## src/rtl/i2c_target_pkg.sv

```systemverilog
// Shared types and bus-level constants for the i2c_target responder.
package i2c_target_pkg;

  typedef enum logic [2:0] {
    IDLE,
    ADDR,
    ADDR_ACK,
    WR_DATA,
    WR_ACK,
    RD_DATA,
    RD_ACK,
    RD_WAIT
  } state_t;

  localparam logic I2C_ACK     = 1'b0;
  localparam logic I2C_NACK    = 1'b1;
  localparam logic I2C_RW_READ = 1'b1;

endpackage

```

## src/rtl/i2c_bus_monitor.sv

```systemverilog
// SCL/SDA synchronizers with edge and START/STOP detection in the clk_i domain.
module i2c_bus_monitor #(
  parameter int unsigned SYNC_STAGES = 2
) (
  input  logic clk_i,
  input  logic rst_i,
  input  logic scl_i,
  input  logic sda_i,
  output logic scl_rise,
  output logic scl_fall,
  output logic start_det,
  output logic stop_det,
  output logic sda_s
);

  logic [SYNC_STAGES-1:0] scl_sync;
  logic [SYNC_STAGES-1:0] sda_sync;
  logic                   scl_q;
  logic                   sda_q;
  logic                   scl_s;

  always_ff @(posedge clk_i or posedge rst_i) begin
    if (rst_i) begin
      scl_sync <= '1;
      sda_sync <= '1;
      scl_q    <= 1'b1;
      sda_q    <= 1'b1;
    end else begin
      scl_sync <= {scl_sync[SYNC_STAGES-2:0], scl_i};
      sda_sync <= {sda_sync[SYNC_STAGES-2:0], sda_i};
      scl_q    <= scl_sync[SYNC_STAGES-1];
      sda_q    <= sda_sync[SYNC_STAGES-1];
    end
  end

  assign scl_s = scl_sync[SYNC_STAGES-1];
  assign sda_s = sda_sync[SYNC_STAGES-1];

  assign scl_rise  = scl_s & ~scl_q;
  assign scl_fall  = ~scl_s & scl_q;
  // SCL must be high in both the current and previous sample so an SCL edge is never mistaken for START/STOP
  assign start_det = scl_s & scl_q & sda_q & ~sda_s;
  assign stop_det  = scl_s & scl_q & ~sda_q & sda_s;

endmodule

```

## src/rtl/i2c_target.sv

```systemverilog
// EEPROM-style I2C target: first written byte loads the pointer, later bytes
// are written/read at the pointer, which auto-increments after every access.
module i2c_target
  import i2c_target_pkg::*;
#(
  parameter logic [6:0]  ADDR        = 7'h50,
  parameter int unsigned REG_AW      = 4,
  parameter int unsigned SYNC_STAGES = 2
) (
  input  logic              clk_i,
  input  logic              rst_i,
  input  logic              scl_i,
  input  logic              sda_i,
  output logic              sda_o,
  output logic              sda_oen_o,
  output logic [REG_AW-1:0] reg_addr_o,
  output logic [7:0]        reg_wdata_o,
  output logic              reg_we_o,
  input  logic [7:0]        reg_rdata_i,
  output logic              reg_re_o,
  output logic              busy_o
);

  state_t     state;
  logic [3:0] bit_cnt;
  logic [7:0] shreg;
  logic [7:0] rx_byte;
  logic       rw;
  logic       first_byte;
  logic       ptr_inc;

  logic scl_rise;
  logic scl_fall;
  logic start_det;
  logic stop_det;
  logic sda_s;

  i2c_bus_monitor #(
    .SYNC_STAGES(SYNC_STAGES)
  ) u_bus_monitor (
    .clk_i    (clk_i),
    .rst_i    (rst_i),
    .scl_i    (scl_i),
    .sda_i    (sda_i),
    .scl_rise (scl_rise),
    .scl_fall (scl_fall),
    .start_det(start_det),
    .stop_det (stop_det),
    .sda_s    (sda_s)
  );

  assign sda_o   = 1'b0;
  assign rx_byte = {shreg[6:0], sda_s};

  // The ADDR parameter shadows the imported state name, so the state is always package-qualified.
  always_ff @(posedge clk_i or posedge rst_i) begin
    if (rst_i) begin
      state       <= IDLE;
      bit_cnt     <= '0;
      shreg       <= '0;
      rw          <= 1'b0;
      first_byte  <= 1'b0;
      ptr_inc     <= 1'b0;
      sda_oen_o   <= 1'b0;
      reg_addr_o  <= '0;
      reg_wdata_o <= '0;
      reg_we_o    <= 1'b0;
      reg_re_o    <= 1'b0;
      busy_o      <= 1'b0;
    end else begin
      reg_we_o <= 1'b0;
      reg_re_o <= 1'b0;
      ptr_inc  <= 1'b0;
      if (ptr_inc) begin
        reg_addr_o <= reg_addr_o + REG_AW'(1);
      end

      if (start_det) begin
        state     <= i2c_target_pkg::ADDR;
        bit_cnt   <= '0;
        sda_oen_o <= 1'b0;
      end else if (stop_det) begin
        state     <= IDLE;
        sda_oen_o <= 1'b0;
        busy_o    <= 1'b0;
      end else begin
        unique case (state)
          IDLE: ;

          i2c_target_pkg::ADDR: begin
            if (scl_rise) begin
              shreg   <= rx_byte;
              bit_cnt <= bit_cnt + 4'd1;
              if (bit_cnt == 4'd7) begin
                bit_cnt <= '0;
                if (rx_byte[7:1] == ADDR) begin
                  rw     <= rx_byte[0];
                  busy_o <= 1'b1;
                  state  <= ADDR_ACK;
                end else begin
                  busy_o <= 1'b0;
                  state  <= IDLE;
                end
              end
            end
          end

          ADDR_ACK: begin
            if (scl_fall) begin
              if (bit_cnt == 4'd0) begin
                sda_oen_o <= ~I2C_ACK;
                bit_cnt   <= 4'd1;
              end else if (rw == I2C_RW_READ) begin
                shreg     <= reg_rdata_i;
                reg_re_o  <= 1'b1;
                ptr_inc   <= 1'b1;
                sda_oen_o <= ~reg_rdata_i[7];
                bit_cnt   <= 4'd1;
                state     <= RD_DATA;
              end else begin
                sda_oen_o  <= 1'b0;
                first_byte <= 1'b1;
                bit_cnt    <= '0;
                state      <= WR_DATA;
              end
            end
          end

          WR_DATA: begin
            if (scl_rise) begin
              shreg   <= rx_byte;
              bit_cnt <= bit_cnt + 4'd1;
              if (bit_cnt == 4'd7) begin
                bit_cnt <= '0;
                state   <= WR_ACK;
                if (first_byte) begin
                  reg_addr_o <= rx_byte[REG_AW-1:0];
                  first_byte <= 1'b0;
                end else begin
                  reg_wdata_o <= rx_byte;
                  reg_we_o    <= 1'b1;
                  ptr_inc     <= 1'b1;
                end
              end
            end
          end

          WR_ACK: begin
            if (scl_fall) begin
              if (bit_cnt == 4'd0) begin
                sda_oen_o <= ~I2C_ACK;
                bit_cnt   <= 4'd1;
              end else begin
                sda_oen_o <= 1'b0;
                bit_cnt   <= '0;
                state     <= WR_DATA;
              end
            end
          end

          // bit_cnt counts bits already placed on the bus; bit 7 goes out at load time
          RD_DATA: begin
            if (scl_fall) begin
              if (bit_cnt == 4'd8) begin
                sda_oen_o <= 1'b0;
                bit_cnt   <= '0;
                state     <= RD_ACK;
              end else begin
                shreg     <= {shreg[6:0], 1'b0};
                sda_oen_o <= ~shreg[6];
                bit_cnt   <= bit_cnt + 4'd1;
              end
            end
          end

          RD_ACK: begin
            if (scl_rise && sda_s == I2C_NACK) begin
              state <= RD_WAIT;
            end else if (scl_fall) begin
              shreg     <= reg_rdata_i;
              reg_re_o  <= 1'b1;
              ptr_inc   <= 1'b1;
              sda_oen_o <= ~reg_rdata_i[7];
              bit_cnt   <= 4'd1;
              state     <= RD_DATA;
            end
          end

          RD_WAIT: ;
        endcase
      end
    end
  end

endmodule

```

## config.mk

```make
export PLATFORM = sky130hd
export DESIGN_NAME = i2c_target
export DESIGN_NICKNAME = d
export VERILOG_FILES = /design/src/rtl/i2c_target_pkg.sv /design/src/rtl/i2c_bus_monitor.sv /design/src/rtl/i2c_target.sv
export SDC_FILE = /design/constraint.sdc
export NUM_CORES = 1
export LEC_CHECK = 0
export ABC_AREA = 1
export CAP_MARGIN = 40
export CORE_UTILIZATION = 55
export DETAILED_ROUTE_END_ITERATION = 10
export PLACE_DENSITY = 0.75
export RECOVER_POWER = 100
export SYNTH_ARGS = -nofsm -noshare
export SYNTH_HDL_FRONTEND = slang
export SYNTH_SLANG_ARGS = --single-unit
```

## constraint.sdc

```tcl
create_clock -name clk_i -period 3.9 [get_ports clk_i]
set_clock_uncertainty 0.1 [all_clocks]
set_input_delay 0.39 -clock clk_i [delete_from_list [all_inputs] [get_ports clk_i]]
set_output_delay 0.39 -clock clk_i [all_outputs]
set_load 0.02 [all_outputs]
```

## Word level (Yosys, flattened, before mapping)

Index checks and enable logic that the tools add are counted.
Widths: inputs -> output; s select.

| cells by class | value |
|---|---|
| add/subtract/negate cells | 2 |
| equality and inequality tests | 40 |
| mux-type cells | 87 |
| bitwise logic cells | 16 |
| reductions and logical operators | 19 |

Operator list:

| kind | count |
|---|---|
| $mux 4 | 17 |
| $mux 7 | 8 |
| $ne 4x4->1 const B | 12 |
| $mux 3 | 15 |
| $mux 1 | 39 |
| $pmux 7 s4 | 1 |
| $ne 2x2->1 const B | 11 |
| $pmux 4 s5 | 1 |
| $pmux 3 s6 | 1 |
| $reduce_and 6->1 | 3 |
| $reduce_and 8->1 | 2 |
| $ne 3x3->1 const B | 5 |
| $reduce_and 12->1 | 1 |
| $reduce_bool 6->1 | 2 |
| $reduce_and 11->1 | 1 |
| $eq 3x3->1 const B | 3 |
| $not 1->1 | 9 |
| $add 4x1->4 const B | 2 |
| $reduce_bool 2->1 | 4 |
| $reduce_bool 8->1 | 1 |
| $and 1x1->1 | 7 |
| $eq 7x7->1 const B | 1 |
| $eq 3x2->1 const B | 2 |
| $ne 5x5->1 const B | 1 |
| other kinds (14) | 15 |

| storage, ports and cells | value |
|---|---|
| register bits | 39 |
| logic and storage cells | 180 |

## Depth between registers and ports, before layout

Gate-level depths: netlist of run 1.

| logic depth | value |
|---|---|
| depth in word-level cells | 8 |
| mapped depth | 12 |

## Modules after synthesis

Synthesis of run 1 repeated with hierarchy kept, for this count alone.

| unflattened totals | value |
|---|---|
| cells, all modules | 317 |
| area, all modules | 2,519.9 µm² |

Modules (own cells, without submodules):

| module | times used | cells an instance | area each (µm²) | sequential area each (µm²) |
|---|---|---|---|---|
| i2c_target | 1 | 299 | 2,317.2 | 825.8 |
| i2c_bus_monitor | 1 | 18 | 202.7 | 157.7 |

## Worst setup path after synthesis of run 1

Ideal clock, no wire load.

| path | value |
|---|---|
| kind | register -> register |
| start | register bit_cnt[0] |
| end | register shreg[1] |
| setup time | 0.123 ns |
| arrival time | 1.352 ns |
| required time | 3.677 ns |
| slack | 2.325 ns |
| stages on the path, launching flop included | 10 |
| buffers on the path | 1 |
| cell sequence | dfrtp_1 -> inv_1 -> ha_1 -> nand3_1 -> nand2_1 -> a21oi_2 -> nand2_2 -> buf_6 -> nand2_2 -> o21ai_2 |

| between the ends | value |
|---|---|
| word-level cells in the longest chain between the ends | 3 |
| elaborated cells between the ends (all ways) | 5 |

RTL lines:

| item | line | text |
|---|---|---|
| start: declaration | i2c_target.sv:25 | `logic [3:0] bit_cnt;` |
| start signal: assignment | i2c_target.sv:93 | `bit_cnt <= bit_cnt + 4'd1;` |
| start signal: assignment | i2c_target.sv:132 | `bit_cnt <= bit_cnt + 4'd1;` |
| start signal: assignment | i2c_target.sv:171 | `bit_cnt <= bit_cnt + 4'd1;` |
| $eq 4x4->1 / $logic_not 4->1 (equally long branches) | i2c_target.sv:164, i2c_target.sv:110 |  |
| $ne 2x2->1 (no line) | -- |  |
| $reduce_and 11->1 (no line) (*) | -- |  |
| end signal: assignment | i2c_target.sv:131 | `shreg <= rx_byte;` |
| end signal: assignment | i2c_target.sv:169 | `shreg <= {shreg[6:0], 1'b0};` |
| end signal: assignment | i2c_target.sv:180 | `shreg <= reg_rdata_i;` |
| end: declaration | i2c_target.sv:26 | `logic [7:0] shreg;` |

Every way passes the cells marked *; elsewhere a longest branch is shown, timed or not.
A chain may end at the register's enable or synchronous reset.

==> impl_metrics.tcl, run 1 <==
set metrics [dict create \
    synthArstFlopShare 1.00 \
    dieArea_um2 4500 \
    path_max_fanout 39 \
    crit_required_ps 3780 \
    syn_area_per_cell_um2 7.84 \
    worstMarginPinSlew_ps 2090 \
    hpwl_um 4010 \
    maxCapViolCount 1 \
    crit_start "rst_i" \
    synth_area_um2 2330 \
    hold_depth 0 \
    coreArea_um2 4030 \
    final_common_cell "nand2_1" \
    yosysWarnings 0 \
    syn2layout_area_growth_pct 12.5 \
    root_buffer "clkbuf_8" \
    num_rows 23 \
    final_util 0.650 \
    port_buffers 27 \
    cts_max_level 2 \
    grt_setup_unrepaired "false" \
    dieHeight_um 67.1 \
    final-instance-count-excl-fill 377 \
    drt_iter0_markers 193 \
    ys_ff_latch 39 \
    status "finished, violations left" \
    critPathLaunchType "input port" \
    remaining_drc_errors 0 \
    post-route-period-util 0.630 \
    crit_arrival_ps 2340 \
    setup.worst_path.end "bit_cnt[3]" \
    setup-tns-final_ps 0 \
    n_antenna_cell 0 \
    synth_top_flop_cell "dfrtp_1" \
    gr-total-overflow 0 \
    hold_violations 0 \
    criticalPathCategory "input port to asynchronous set/reset pin" \
    r2r_start "state[2]" \
    post_cts_resize_count 0 \
    initial_utilization 0.578 \
    cts_hold_buf 0 \
    drv_slew 40 \
    yosysSeqAreaShare 0.423 \
    rr_endpoint "shreg[3]" \
    grt_pass1_wl_um 8800 \
    die_width_um 67.1 \
    numCtsBuffers 5 \
    worstRegToRegCells 7 \
    cts_setup_buffers 0 \
    placed_cells 369 \
    nets 341 \
    setup_viol 0 \
    max_freq_mhz 407 \
    fillers 377 \
    drt-total-wl_um 5370 \
    clk_latency_ps 300 \
    cts.sinks 39 \
    gp_congestion 0.923 \
    yosysUniqueCellTypes 29 \
    synth_nets 312 \
    leakagePower_nw 1.34 \
    wl_per_cell_um 14.2 \
    holdCritPathClass "register to register" \
    fin_crit_ps 2460 \
    grt_pass1_vias 1835 \
    drive_gt1_frac 0.125 \
    ant_nets 0 \
    violations "capacitance limit, slew limit" \
    ioPinCount 29 \
    max-vdd-ir-drop_mv 0.300 \
    cp-end-kind "asynchronous set/reset pin" \
    antenna_found_initial 0 \
    routed_via_density 5.43 \
    cts_tree "yes" \
    power_density_nw_per_um2 495 \
    clockBufferDepth 2 \
    first_pass_iters 4 \
    synth_edf_count 0 \
    grt_max_degree 40 \
    r2r_setup_slack_ps 1620 \
    grtUsageTotal 0.269 \
    synthCells 297 \
    cts.clk_slew.worst_paths_ps 70 \
    vias 2046 \
    final_cell_mix "nand2_1, o21ai_0, dfrtp_1" \
    slew_headroom -0.395 \
]
-- cell usage after synthesis (6+ instances only) --
cell type	number	area share
a21oi_1	8	0.017
inv_2	7	0.011
nand3_1	24	0.052
nor2_1	23	0.037
inv_1	30	0.048
o21ai_2	14	0.053
nand2_1	73	0.12
nand4_1	6	0.016
dfrtp_1	33	0.35
nand2_2	13	0.035
o21ai_0	21	0.045
nor2_2	6	0.016
dfstp_2	6	0.068
-- state kept, by name, summed over array words and instances (netlist names) --
register,flops
reg_addr_o,4
u_bus_monitor.sda_sync,2
u_bus_monitor.sda_q,1
reg_re_o,1
u_bus_monitor.scl_q,1
sda_oen_o,1
u_bus_monitor.scl_sync,2
busy_o,1
reg_wdata_o,8
first_byte,1
shreg,7
rw,1
reg_we_o,1
ptr_inc,1
bit_cnt,4
state,3
-- through the flow --
stage	hold WS, ps	worst slack (ps)	area (um2)	power (mW)
2_1_floorplan	245	2320	2330	0.964
3_3_place_gp	248	1970	2610	1.07
3_5_place_dp	249	1950	2610	1.08
4_1_cts	261	1950	2700	1.35
5_1_grt	273	975	2620	1.39
6_report	266	1440	2620	1.30
-- layer usage --
metal	track usage	wire length [um]
met1	0.378	2560
met2	0.411	2420
met3	0.0548	313
met4	0.0851	79
met5	0	0
-- kinds of logic after synthesis --
kind of cell | Yosys count | share of synthesized area
XOR/XNOR | 4 | 0.0151
other | 1 | 0.00161
multiplexers | 2 | 0.00860
AO/OA/AOI/OAI | 48 | 0.132
flip-flops | 39 | 0.423
adder cells (fa/ha/maj) | 3 | 0.0161
AND/OR/NAND/NOR | 157 | 0.322
buffers and inverters | 43 | 0.0828
-- worst max-delay path, cell delays in order --
cell and delay, ps:
clkdlybuf4s50_1 390, inv_1 50, clkbuf_1 1480
-- area by class of cell --
cell class	count	area, um2	area share
multi-input cells	215	1070	0.410
flip-flops and latches	39	983	0.376
repair buffers	28	274	0.105
inverters	37	139	0.0530
clock buffers	6	72.6	0.0277
well taps	50	62.6	0.0239
clock inverters	2	12.5	0.00478
-- power by group --
| part | internal, mW | leakage (nW) | switching (mW) |
|---|---|---|---|
| clock | 0.125 | 0.0412 | 0.146 |
| combinational | 0.161 | 0.789 | 0.324 |
| sequential | 0.473 | 0.507 | 0.0670 |
-- how the worst min path moves through the flow --
stage	start	to	slack, ps
after floorplan	u_bus_monitor.scl_sync[0]	u_bus_monitor.scl_sync[1]	250
after global placement	u_bus_monitor.scl_sync[0]	u_bus_monitor.scl_sync[1]	250
after CTS	u_bus_monitor.sda_sync[0]	u_bus_monitor.sda_sync[1]	260
after detailed placement	u_bus_monitor.sda_sync[0]	u_bus_monitor.sda_sync[1]	250
final	u_bus_monitor.sda_sync[0]	u_bus_monitor.sda_sync[1]	270
after global routing	u_bus_monitor.sda_sync[0]	u_bus_monitor.sda_sync[1]	270
Power figures use the tool's default switching activity.
==> run 2: changes to the inputs <==
--- a/config.mk
+++ b/config.mk
@@ -7,9 +7,9 @@
 export LEC_CHECK = 0
 export ABC_AREA = 1
 export CAP_MARGIN = 40
-export CORE_UTILIZATION = 55
+export CORE_UTILIZATION = 50
 export DETAILED_ROUTE_END_ITERATION = 10
-export PLACE_DENSITY = 0.75
+export PLACE_DENSITY = 0.72
 export RECOVER_POWER = 100
 export SYNTH_ARGS = -nofsm -noshare
 export SYNTH_HDL_FRONTEND = slang
==> constraint.sdc (replaced) <==
create_clock -name clk_i -period 2 [get_ports clk_i]
set_clock_uncertainty 0.1 [all_clocks]
set_input_delay 0.2 -clock clk_i [delete_from_list [all_inputs] [get_ports clk_i]]
set_output_delay 0.2 -clock clk_i [all_outputs]
set_load 0.02 [all_outputs]
==> run 2 against run 1 <==
The flow now finishes without violations. Hold slack got worse by 8.4 ps. Count of clock-buffer cells in the layout up 1. Clock power grew 110%. Register-to-register slack got worse by 1400 ps. Critical path type is now register to register. Largest cell class unchanged. Die area grew 9.7%. Critical path depth up 8. Flip-flop and latch count is the same.
==> impl_metrics.tcl, run 2 (synthesis gave the netlist of run 1 again) <==
set metrics [dict create \
    worstMarginPinSlew_ps 937 \
    critPathLaunchType "register" \
    drv_slew 0 \
    die_width_um 70.2 \
    dieHeight_um 70.2 \
    crit_arrival_ps 1900 \
    cp-end-kind "register" \
    worst_slack_ps 180 \
    grt_pass1_vias 1837 \
    cts.sinks 39 \
    initial_utilization 0.527 \
    grt_pass1_wl_um 8560 \
    port_buffers 27 \
    gp_congestion 1.04 \
    hold-worst-slack_ps 257 \
    routed_via_density 5.20 \
    final_common_cell "nand2_1" \
    path_max_fanout 5 \
    drive_gt1_frac 0.170 \
    cts_setup_buffers 0 \
    crit_family "simple AND/OR/NAND/NOR gates" \
    n_antenna_cell 0 \
    cp_common_cell "nand2_1" \
    first_pass_iters 4 \
    coreArea_um2 4410 \
    maxCapViolCount 0 \
    cts_max_level 2 \
    wl_met1_um 2450 \
    leakagePower_nw 1.38 \
    ant_nets 0 \
    drt-total-wl_um 4970 \
    nets 344 \
    r2r_setup_slack_ps 180 \
    max-vdd-ir-drop_mv 0.688 \
    cp_slowest_cell "dfrtp_1" \
    finalPower_mw 2.61 \
    power_density_nw_per_um2 968 \
    top_layer_used "met4" \
    dieArea_um2 4930 \
    setup-tns-final_ps 0 \
    post-route-period-util 0.910 \
    max_stage_delay_ps 430 \
    vias 1985 \
    largestRegisters "reg_wdata_o x8, shreg x7" \
    largest_reg_flops 8 \
    critPathBufInv 1 \
    wl_met3_um 254 \
    placed_cells 374 \
    cts.clk_slew.worst_paths_ps 80 \
    wl_per_cell_um 13.0 \
    criticalPathCategory "register to register" \
    gr-total-overflow 0 \
    remaining_drc_errors 0 \
    cp_cell_sequence "inv_1 -> ha_1 -> nand2_1 -> nor2_1 -> nor2_1 -> nor2_2 -> nand3_1 -> nand2_2 -> nand3_2 -> nand2_1 -> nand2_1" \
    final_cell_mix "nand2_1, dfrtp_1, inv_1" \
    top_register "reg_wdata_o" \
    crit_required_ps 2080 \
    clk_latency_ps 290 \
    clockBufferDepth 2 \
    syn2layout_area_growth_pct 16.0 \
    slew_headroom 0.375 \
    status "completed" \
    fin_area_um2 2700 \
    grt_setup_unrepaired "false" \
    ioPinCount 29 \
    cts_tree "yes" \
    grtUsageTotal 0.220 \
    final-instance-count-excl-fill 382 \
    dpl-instance-area_um2 2650 \
    fillers 424 \
    hold_violations 0 \
    met2WireLength_um 2190 \
    num_rows 24 \
    max_freq_mhz 549 \
    antenna_found_initial 0 \
    grt_max_degree 40 \
    root_buffer "clkbuf_8" \
    hpwl_um 3750 \
    fin_crit_ps 1820 \
    drt_iter0_markers 172 \
    holdCritPathClass "register to register" \
    place_ws_ps 109 \
    setup_viol 0 \
    numCtsBuffers 5 \
    final_util 0.612 \
]
-- run 2: changes by cell type in the layout (fill, tap and decap cells not counted), sizes merged --
cell           previous run  this run
buf                       0         2
clkbuf                    7         9
clkdlybuf4s50             9         8
clkinvlp                  1         0
dlygate4sd3              18        19
-- run 2: routing by layer --
metal  vias to the layer above  global-route usage
li1                       1014                   -
met1                       900               0.320
met2                        61               0.335
met3                        10              0.0447
met4                         0              0.0578
met5                         -                   0
-- run 2: area by class of cell --
type / count / area (um2) / area share
multi-input cells: 215 / 1120 / 0.416
repair buffers: 31 / 294 / 0.109
clock inverters: 1 / 8.76 / 0.00324
inverters: 37 / 139 / 0.0514
well taps: 52 / 65.1 / 0.0241
clock buffers: 7 / 86.3 / 0.0320
flip-flops and latches: 39 / 983 / 0.364
-- run 2: path summary, 6_finish.rpt --
kind                                                start                        end  cells past startpoint
worst max-delay path                           bit_cnt[0]                   state[0]                     11
worst min-delay path            u_bus_monitor.scl_sync[0]  u_bus_monitor.scl_sync[1]                      0
worst max register to register                 bit_cnt[0]                   state[0]                     11
worst min register to register  u_bus_monitor.scl_sync[0]  u_bus_monitor.scl_sync[1]                      0
max in group asynchronous                           rst_i                   state[1]                      3
min in group asynchronous                           rst_i             reg_wdata_o[7]                      3
-- run 2: where the power goes --
group / internal, mW / switching [mW] / total, mW
Combinational: 0.348 / 0.661 / 1.01
Sequential: 0.923 / 0.122 / 1.05
Clock: 0.283 / 0.277 / 0.559
-- run 2: repair_timing --
item	4_1_cts	5_1_grt
hold buffers	0	0
gates resized for setup	0	3
setup endpoints to repair	0	10
==> run 3: changes to the inputs <==
--- a/config.mk
+++ b/config.mk
@@ -7,9 +7,12 @@
 export LEC_CHECK = 0
 export ABC_AREA = 1
 export CAP_MARGIN = 40
-export CORE_UTILIZATION = 50
+export CELL_PAD_IN_SITES_DETAIL_PLACEMENT = 0
+export CELL_PAD_IN_SITES_GLOBAL_PLACEMENT = 2
+export CORE_ASPECT_RATIO = 1.5
+export CORE_UTILIZATION = 29
 export DETAILED_ROUTE_END_ITERATION = 10
-export PLACE_DENSITY = 0.72
+export PLACE_DENSITY = 0.71
 export RECOVER_POWER = 100
 export SYNTH_ARGS = -nofsm -noshare
 export SYNTH_HDL_FRONTEND = slang
==> run 3 against run 2 <==
Count of clock-buffer cells in the layout is 2 lower. Global-route usage is 6.5 points lower. Die area is 70% higher. Hold slack worse by 1.5 ps. Sequential power hardly changed. First-iteration DRC count is 49% lower.
==> impl_metrics.tcl, run 3 (synthesis gave the netlist of run 1 again) <==
set metrics [dict create \
    slew_headroom 0.352 \
    final_common_cell "nand2_1" \
    port_buffers 27 \
    numCtsBuffers 5 \
    use_met1 0.166 \
    final_cell_mix "nand2_1, dfrtp_1, inv_1" \
    remaining_drc_errors 0 \
    max-vdd-ir-drop_mv 0.413 \
    max_stage_delay_ps 410 \
    critPathLaunchType "register" \
    grt_use_met3 0.0262 \
    setup-tns-final_ps 0 \
    setup_viol 0 \
    worstMarginPinSlew_ps 972 \
    hpwl_um 4740 \
    holdCritPathClass "register to register" \
    status "completed" \
    r2r_start "bit_cnt[0]" \
    pwr-share-comb 0.347 \
    cts_setup_buffers 0 \
    multi_input_area_um2 1120 \
    grt_max_degree 40 \
    first_pass_iters 4 \
    cts_max_level 2 \
    hp-start "u_bus_monitor.scl_sync[0]" \
    cp_common_cell "nand2_1" \
    p_sw_frac 0.377 \
    dieArea_um2 8390 \
    max_freq_mhz 545 \
    fin_crit_ps 1830 \
    n_antenna_cell 0 \
    worst_slack_ps 167 \
    grt_pass1_wl_um 9600 \
    num_rows 39 \
    gp_congestion 0.888 \
    fillers 862 \
    path_max_fanout 7 \
    seq_power_share 0.350 \
    place_ws_ps 37.1 \
    gr-total-overflow 0 \
    drive_gt1_frac 0.181 \
    dieHeight_um 112 \
    post-route-period-util 0.917 \
    top_register "reg_wdata_o" \
    antenna_found_initial 0 \
    power_density_nw_per_um2 1060 \
    wl_per_cell_um 13.9 \
    seq_area_um2 983 \
    cts.sinks 39 \
    hold_violations 0 \
    initial_utilization 0.302 \
    cts.clk_slew.worst_paths_ps 60 \
    criticalPathCategory "register to register" \
    ioPinCount 29 \
    drv_slew 0 \
    crit_arrival_ps 1910 \
    coreArea_um2 7710 \
    pwr-share-clk 0.303 \
    clockBufferDepth 2 \
    met2_usage 0.286 \
    crit_start "bit_cnt[0]" \
    routed_via_density 4.59 \
    p_sw_mw 1.13 \
    cp_cell_sequence "ha_1 -> nand2_1 -> nor2_2 -> nand2_1 -> nor2_4 -> nand2_1 -> o21ai_0 -> inv_1" \
    ant_nets 0 \
    maxCapViolCount 0 \
    nets 345 \
    cp_slowest_cell "dfrtp_1" \
    root_buffer "clkbuf_16" \
    cp-end-kind "register" \
    grt_pass1_vias 1950 \
    die_width_um 75.1 \
    cts_tree "yes" \
    vias 1988 \
    drt-total-wl_um 6020 \
    crit_required_ps 2070 \
    drt_iter0_markers 87 \
    grt_setup_unrepaired "false" \
    grtUsageTotal 0.156 \
    leakagePower_nw 1.41 \
    largestRegisters "reg_wdata_o x8, shreg x7" \
    p_int_mw 1.87 \
    largest_reg_flops 8 \
    syn2layout_area_growth_pct 22.2 \
    top_usage_layer "met2" \
    clk_latency_ps 280 \
]
==> run 3: cell types whose count changed in the layout (fill, tap and decap cells not counted), sizes merged <==
cell	delta
clkinv	+1
buf	+2
bufinv	+1
clkbuf	-3
==> run 3: per-stage QoR <==
step            util  area [um2]  cells  power, mW  hold WS [ps]
2_1_floorplan      -        2330    297       1.88           104
3_3_place_gp   0.351        2710    425       2.17           246
3_5_place_dp   0.351        2710    425       2.16           248
4_1_cts        0.373        2880    433       3.09           211
5_1_grt        0.369        2840    433       3.23           262
6_report       0.369        2840    433       3.00           256
==> run 3: final timing paths <==
path	to	slack (ps)	cells after the start
min in group asynchronous	reg_addr_o[0]	550	3
worst max-delay path	reg_addr_o[2]	170	8
worst max register to register	reg_addr_o[2]	170	8
max in group asynchronous	bit_cnt[3]	640	3
worst min register to register	u_bus_monitor.scl_sync[1]	260	0
worst min-delay path	u_bus_monitor.scl_sync[1]	260	0
==> run 3: power by group through the flow <==
stage / Combinational (mW) / Clock (mW) / Sequential [mW]
after floorplan: 0.847 / 0 / 1.03
after global placement: 1.10 / 0 / 1.07
after detailed placement: 1.09 / 0 / 1.07
after CTS: 1.09 / 0.946 / 1.05
after global routing: 1.19 / 0.974 / 1.07
final: 1.04 / 0.909 / 1.05
==> run 3: critical path: cells and delay by family, from the launching register on <==
| family | cells | cell delay, ps |
|---|---|---|
| AND/OR/NAND/NOR | 5 | 760 |
| flip-flops | 1 | 410 |
| adder cells (fa/ha/maj) | 1 | 210 |
| AO/OA/AOI/OAI | 1 | 190 |
| buffers and inverters | 1 | 50 |
==> run 3: cell type report <==
cell class / count / share of cell area
Clock inverter: 3 / 0.0154
Clock buffer: 5 / 0.0440
Tap cell: 102 / 0.0449
Timing Repair Buffer: 32 / 0.107
Multi-Input combinational cell: 215 / 0.393
Inverter: 37 / 0.0489
Sequential cell: 39 / 0.346
==> run 3: routing by layer <==
layer	share of wire	wire, um
met3	0.031	187
met4	0.033	199
met1	0.39	2370
met5	0	0
met2	0.54	3260
==> run 3: what timing repair did <==
action / CTS / global route
resized for setup: 0 / 2
hold buffers: 0 / 0
endpoints found under the hold margin: 0 / 0
endpoints found under the setup margin: 0 / 14
